## config.mk

```make
export PLATFORM = sky130hd
export DESIGN_NAME = morph_pass_ctrl
export DESIGN_NICKNAME = d
export VERILOG_FILES = /design/src/rtl/morph_pkg.sv /design/src/rtl/morph_pass_ctrl_delay_line.sv /design/src/rtl/morph_pass_ctrl.sv
export SDC_FILE = /design/constraint.sdc
export NUM_CORES = 1
export LEC_CHECK = 0
export BUFFER_PORTS_ARGS = -buffer_cell sky130_fd_sc_hd__buf_2
export CAP_MARGIN = 10
export CORE_ASPECT_RATIO = 1.25
export CORE_UTILIZATION = 40
export CTS_CLUSTER_SIZE = 40
export DETAILED_ROUTE_END_ITERATION = 6
export GPL_TIMING_DRIVEN = 0
export RECOVER_POWER = 50
export SLEW_MARGIN = 15
export SYNTH_ARGS = -nofsm -noshare
export SYNTH_HDL_FRONTEND = slang
export SYNTH_SLANG_ARGS = --single-unit
export TNS_END_PERCENT = 5
```

## constraint.sdc

```tcl
create_clock -name clk -period 5.1 [get_ports clk]
set_clock_uncertainty 0.1 [all_clocks]
set_input_delay 0.255 -clock clk [delete_from_list [all_inputs] [get_ports clk]]
set_output_delay 0.255 -clock clk [all_outputs]
set_load 0.01 [all_outputs]
```

## src/rtl/morph_pkg.sv

```systemverilog
// Shared definitions for the morphological closing pass sequencer.
package morph_pkg;

  // FSM state encoding
  localparam logic [2:0] ST_IDLE  = 3'd0;
  localparam logic [2:0] ST_READ  = 3'd1;
  localparam logic [2:0] ST_DRAIN = 3'd2;
  localparam logic [2:0] ST_SWAP  = 3'd3;
  localparam logic [2:0] ST_FIN   = 3'd4;

  typedef enum logic [2:0] {
    S_IDLE  = ST_IDLE,
    S_READ  = ST_READ,
    S_DRAIN = ST_DRAIN,
    S_SWAP  = ST_SWAP,
    S_FIN   = ST_FIN
  } state_e;

  // Output mux select for the window datapath
  localparam logic OP_DILATE = 1'b0;
  localparam logic OP_ERODE  = 1'b1;

  // Pixel count of one frame
  function automatic int unsigned frame_size(input int unsigned w, input int unsigned h);
    return w * h;
  endfunction

  localparam int unsigned DEF_PIC_WIDTH  = 250;
  localparam int unsigned DEF_PIC_HEIGHT = 250;
  localparam int unsigned DEF_FRAME_PIX  = frame_size(DEF_PIC_WIDTH, DEF_PIC_HEIGHT);

endpackage

```

## src/rtl/morph_pass_ctrl_delay_line.sv

```systemverilog
// 1-bit shift register with synchronous clear; exposes an intermediate tap
// and the final stage. TAP must be in 1..DEPTH.
module morph_delay_line #(
  parameter int DEPTH = 4,
  parameter int TAP   = 1
) (
  input  logic clk,
  input  logic rst,
  input  logic clr,
  input  logic din,
  output logic tap_out,
  output logic dout
);

  logic [DEPTH-1:0] sr_q;
  logic [DEPTH-1:0] sr_d;

  // Next shift-register contents: shift in din, or flush on clear
  always_comb begin
    sr_d = '0;
    if (!clr) begin
      sr_d[0] = din;
      for (int i = 1; i < DEPTH; i++) begin
        sr_d[i] = sr_q[i-1];
      end
    end
  end

  // Stage registers
  always_ff @(posedge clk) begin
    if (rst) begin
      sr_q <= '0;
    end else begin
      sr_q <= sr_d;
    end
  end

  assign tap_out = sr_q[TAP-1];
  assign dout    = sr_q[DEPTH-1];

endmodule

```

## src/rtl/morph_pass_ctrl.sv

```systemverilog
// Closing-run sequencer: N dilate passes then N erode passes over a
// ping-pong frame buffer, with latency-aligned write-back.
//
// state | meaning
// ------+-----------------------------------------------------------
// IDLE  | waiting for start; counters hold their last values
// READ  | one raster read per cycle from the source bank
// DRAIN | reads stopped, waiting for the last write of the pass
// SWAP  | flip banks, advance pass, rewind address counters
// FIN   | one-cycle done pulse, then back to IDLE
module morph_pass_ctrl
  import morph_pkg::*;
#(
  parameter int PIC_WIDTH  = 250,
  parameter int PIC_HEIGHT = 250,
  parameter int ADDR_W     = 16,
  parameter int RD_LAT     = 1,
  parameter int PIPE_LAT   = 3
) (
  input  logic              clk,
  input  logic              rst,
  input  logic              start,
  input  logic [3:0]        iters,
  input  logic              abort,
  output logic              busy,
  output logic              done,
  output logic              rd_en,
  output logic [ADDR_W-1:0] rd_addr,
  output logic              wr_en,
  output logic [ADDR_W-1:0] wr_addr,
  output logic              src_bank,
  output logic              win_valid,
  output logic              op_sel,
  output logic [4:0]        pass_idx
);

  localparam int unsigned       FRAME     = frame_size(PIC_WIDTH, PIC_HEIGHT);
  localparam logic [ADDR_W-1:0] LAST_ADDR = ADDR_W'(FRAME - 1);
  localparam int                DLY       = RD_LAT + PIPE_LAT;

  state_e            state_q, state_d;
  logic [3:0]        iters_q, iters_d;
  logic [4:0]        pass_idx_q, pass_idx_d;
  logic              src_bank_q, src_bank_d;
  logic              op_sel_q, op_sel_d;
  logic [ADDR_W-1:0] rd_addr_q, rd_addr_d;
  logic [ADDR_W-1:0] wr_addr_q, wr_addr_d;
  logic              rd_en_q, rd_en_d;
  logic              busy_q, busy_d;
  logic              done_q, done_d;

  logic [4:0]        last_pass;
  logic              dly_clr;
  logic              wr_en_w;
  logic              win_valid_w;

  assign last_pass = {iters_q, 1'b0} - 5'd1;

  // Next-state and next-counter logic; abort overrides every transition
  always_comb begin
    state_d    = state_q;
    iters_d    = iters_q;
    pass_idx_d = pass_idx_q;
    src_bank_d = src_bank_q;
    rd_addr_d  = rd_addr_q;
    wr_addr_d  = wr_addr_q;

    if (abort) begin
      state_d = S_IDLE;
    end else begin
      // write address follows issued writes, parked at the last pixel
      if (wr_en_w && (wr_addr_q != LAST_ADDR)) begin
        wr_addr_d = wr_addr_q + ADDR_W'(1);
      end

      case (state_q)
        S_IDLE: begin
          if (start) begin
            iters_d    = iters;
            pass_idx_d = '0;
            src_bank_d = 1'b0;
            rd_addr_d  = '0;
            wr_addr_d  = '0;
            state_d    = (iters == 4'd0) ? S_FIN : S_READ;
          end
        end
        S_READ: begin
          if (rd_addr_q == LAST_ADDR) begin
            state_d = S_DRAIN;
          end else begin
            rd_addr_d = rd_addr_q + ADDR_W'(1);
          end
        end
        S_DRAIN: begin
          if (wr_en_w && (wr_addr_q == LAST_ADDR)) begin
            state_d = S_SWAP;
          end
        end
        S_SWAP: begin
          src_bank_d = ~src_bank_q;
          pass_idx_d = pass_idx_q + 5'd1;
          rd_addr_d  = '0;
          wr_addr_d  = '0;
          state_d    = (pass_idx_q == last_pass) ? S_FIN : S_READ;
        end
        S_FIN: begin
          state_d = S_IDLE;
        end
        default: begin
          state_d = S_IDLE;
        end
      endcase
    end

    rd_en_d = (state_d == S_READ);
    busy_d  = (state_d != S_IDLE);
    done_d  = (state_d == S_FIN);
    // a zero-iteration run has no passes, so it never selects erode
    op_sel_d = (iters_d != 4'd0) && ({1'b0, iters_d} <= pass_idx_d) ? OP_ERODE : OP_DILATE;
  end

  // FSM state and registered outputs
  always_ff @(posedge clk) begin
    if (rst) begin
      state_q    <= S_IDLE;
      iters_q    <= '0;
      pass_idx_q <= '0;
      src_bank_q <= 1'b0;
      op_sel_q   <= OP_DILATE;
      rd_addr_q  <= '0;
      wr_addr_q  <= '0;
      rd_en_q    <= 1'b0;
      busy_q     <= 1'b0;
      done_q     <= 1'b0;
    end else begin
      state_q    <= state_d;
      iters_q    <= iters_d;
      pass_idx_q <= pass_idx_d;
      src_bank_q <= src_bank_d;
      op_sel_q   <= op_sel_d;
      rd_addr_q  <= rd_addr_d;
      wr_addr_q  <= wr_addr_d;
      rd_en_q    <= rd_en_d;
      busy_q     <= busy_d;
      done_q     <= done_d;
    end
  end

  // Flushing at SWAP/FIN guarantees a clean gap in win_valid between passes;
  // flushing on abort discards in-flight writes.
  assign dly_clr = abort || (state_q == S_SWAP) || (state_q == S_FIN);

  morph_delay_line #(
    .DEPTH (DLY),
    .TAP   (RD_LAT)
  ) u_delay (
    .clk     (clk),
    .rst     (rst),
    .clr     (dly_clr),
    .din     (rd_en_q),
    .tap_out (win_valid_w),
    .dout    (wr_en_w)
  );

  assign busy      = busy_q;
  assign done      = done_q;
  assign rd_en     = rd_en_q;
  assign rd_addr   = rd_addr_q;
  assign wr_en     = wr_en_w;
  assign wr_addr   = wr_addr_q;
  assign src_bank  = src_bank_q;
  assign win_valid = win_valid_w;
  assign op_sel    = op_sel_q;
  assign pass_idx  = pass_idx_q;

endmodule
```

==> key figures <==
Global routing
  – First-pass GRT wire length: 9600 µm
  – Largest net degree at the start of global routing: 16
  – Total track usage: 0.179
  – Vias in the first global route: roughly 2.1k
  – Initial antenna violation count: 0
  – Grt total ovfl: 0

Cells and area
  – Final core utilization: 0.480
  – Fraction of layout cells with a size suffix above 1: 0.0726
  – Highest-count cells in the layout ignoring fill and taps: dfxtp_1 (53), clkbuf_1 (48), nor2_1 (35)
  – Synth-to-Final Area Change: 14.8%
  – Layout Nets: approximately 370
  – Design Area, Final: around 0.0030 mm²
  – Number of diodes: 0
  – Most common cell after layout, fill and taps aside: dfxtp_1
  – Fill cells: between 600 and 700

Clocking
  – Clk buf depth: 2
  – H-tree level count: 2
  – # resized after CTS: 0
  – Clock latency on the worst-skew pair: 0.31 ns
  – Setup bufs post-CTS: 0
  – CTS tree: built
  – Hold buffer count at cts: 0
  – Worst-path clk slew: ~0.09 ns
  – Sink Count: 53
  – Clock root cell: clkbuf_8
  – CTS Buf Count: 5

Detailed routing
  – Initial drt markers: 114
  – DRC viols: 0
  – First-pass iteration count of the detailed router: 4
  – DR vias: ~2.3k
  – Post-DR wirelength/cell: ~13 µm
  – Final WL: slightly below 6000 µm
  – Via-to-Cell Ratio: between 5 and 6
  – DRT antenna net count: 0

Placed design
  – HPWL after DPL: around 4400 µm
  – Port Buffers: 50
  – RePlAce Congestion: 0.795
  – Area after DPL: between 0.002 and 0.003 mm²

Power
  – Int Power: 0.000536 W
  – Share of power burned in registers: 0.596
  – Max IR drop VDD: about 0.11 mV
  – Leak Pwr: around 1.1 nW
  – Sw Pwr: 0.000170 W
  – Tot Pwr: between 0.0007 and 0.0008 W
  – Sw Share: 0.241
  – Logic pwr share: 0.074
  – Clock power share: 0.330
  – Pwr dens: ~240 mW/mm²

Timing
  – Final Hold Fails: 0
  – Final worst-path cycle share: 0.533
  – Final setup TNS: 0 ns
  – Max-slew violation count: 0
  – Max_slew headroom: 0.339
  – Worst-Margin Slew: a little under 1 ns
  – Finish-stage setup viols: 0
  – Minimum clock period: 2.72 ns
  – Unrepaired setup endpoints after global routing: no
  – Top achievable clock speed: around 370 MHz

Floorplanning
  – Top-Level Pins: 52
  – Starting Density: 0.418
  – Num rows: 32
  – Die ar.: slightly below 0.007 mm²
  – Die width: between 70 and 80 µm
  – Die Y: 92.3 µm
  – Area of the core: roughly 0.0062 mm²

Critical path
  – CP Max Fanout: 9
  – Critical Path End Type: register
  – Critical path class: register to register
  – Critical path arrival: 2.84 ns
  – CP required: approximately 5.2 ns
  – Worst setup SP type: register

Synthesis
  – Post-Syn Area: about 0.0026 mm²
  – Dominant synthesized flop cell: dfxtp_1
  – Library cells used by synthesis: 53
  – Synth Area per Inst: between 8 and 9 µm²
  – Async SR Flop Fraction: 0
  – Seq cells post-synth: between 50 and 60
  – Cell count after synthesis: 300
  – EDFF count, synth: 0
  – Sequential-to-total area share from yosys stat: 0.406
  – Ys Warns: 0
  – Net Count, Synth: 316

Min path
  – Hold crit path type: primary input to register

Run status
  – Outcome: completed

Run
  – Max Cap Viol: 0
[power groups by stage]
stage          Clock, W  Sequential, W  Combinational [W]
2_1_floorplan         0       0.000431          0.0000365
3_3_place_gp          0       0.000431          0.0000526
3_5_place_dp          0       0.000431          0.0000536
4_1_cts        0.000241       0.000421          0.0000537
5_1_grt        0.000260       0.000422          0.0000587
6_report       0.000233       0.000421          0.0000520
[synth_stat cells (2+ instances only)]
library cell  instances  area share
nor3b_1               2      0.0057
nor4b_2               2       0.012
nand4_1               9       0.022
o31ai_1               3      0.0086
and3_1                6       0.014
and4_1                2      0.0067
xor2_1                9       0.030
dfxtp_1              53        0.41
nand2_1              11       0.016
a22oi_1               2      0.0057
ha_1                  8       0.038
o21ai_1               2      0.0038
nor2_1               35       0.050
nor4_1                5       0.012
a21oi_1              19       0.036
mux2i_1               6       0.023
or3_1                14       0.034
nor2b_1               6       0.014
nor3_1                5      0.0096
o21ai_0              18       0.035
xnor2_1              11       0.037
inv_1                15       0.022
or4_1                 2      0.0057
and2_1                7       0.017
or2_2                 2      0.0048
nand2b_1              3      0.0072
clkbuf_1              2      0.0029
buf_2                 3      0.0057
nor4bb_1              3       0.012
nand3_1              12       0.023
[layer usage]
layer	up-vias	wire, µm	global-route usage	share of wire
met5	-	0	0	0
met4	0	67	0.0613	0.012
met3	5	229	0.0283	0.040
met2	45	2910	0.314	0.50
met1	1082	2570	0.217	0.45
li1	1189	-	-	-
[sequential cells by signal, summed over array words and instances (netlist names)]
register / flops
state_q: 3
done: 1
rd_en: 1
op_sel: 1
iters_q: 4
u_delay.sr_q: 4
rd_addr: 16
src_bank: 1
pass_idx: 5
busy: 1
wr_addr: 16
[cell families after synthesis]
logic type                 Yosys count  share of synthesized area
AOI/OAI and AO/OA                   58                      0.137
xor gates and xnor gates            20                     0.0671
buffers and inverters               22                     0.0345
and+or+nand+nor                    133                      0.294
adders and majority gates            8                     0.0383
DFF                                 53                      0.406
muxes                                6                     0.0230
[final cells by class]
cell class / count / area (µm²) / area share
Multi-Input combinational cell: 225 / 1460 / 0.487
Buffer: 7 / 33.8 / 0.0113
Clock buffer: 7 / 76.3 / 0.0255
Timing Repair Buffer: 50 / 195 / 0.0651
Tap cell: 85 / 106 / 0.0355
Clock inverter: 1 / 7.51 / 0.00251
Sequential cell: 53 / 1060 / 0.354
Inverter: 15 / 56.3 / 0.0188
[metrics by stage]
stage / instances / setup slack (ns) / hold WS (ns)
detailed placement: 435 / 2.37 / 0.317
floorplan: 300 / 2.69 / 0.306
global route: 443 / 2.20 / 0.228
global placement: 435 / 2.41 / 0.309
finish: 443 / 2.38 / 0.179
CTS: 443 / 2.35 / 0.177
[final timing paths]
| path | start | end | slack (ns) | cells after the start |
|---|---|---|---|---|
| max reg2reg | state_q[1] | op_sel | 2.38 | 10 |
| max | state_q[1] | op_sel | 2.38 | 10 |
| min reg2reg | u_delay.sr_q[1] | u_delay.sr_q[2] | 0.33 | 1 |
| min | iters[3] | iters_q[3] | 0.18 | 3 |
[worst max-delay path, cell delays in order, from the launching register on]
cell and delay (ns):
dfxtp_1 0.39, or4b_4 0.59, nor2_8 0.14, mux2i_1 0.34, inv_1 0.08, ha_1 0.29, nor2b_1 0.13, o21a_1 0.15
o21ai_0 0.15, nand2b_1 0.07, a31oi_1 0.18
Note: power is estimated with default switching activity, not from simulation.
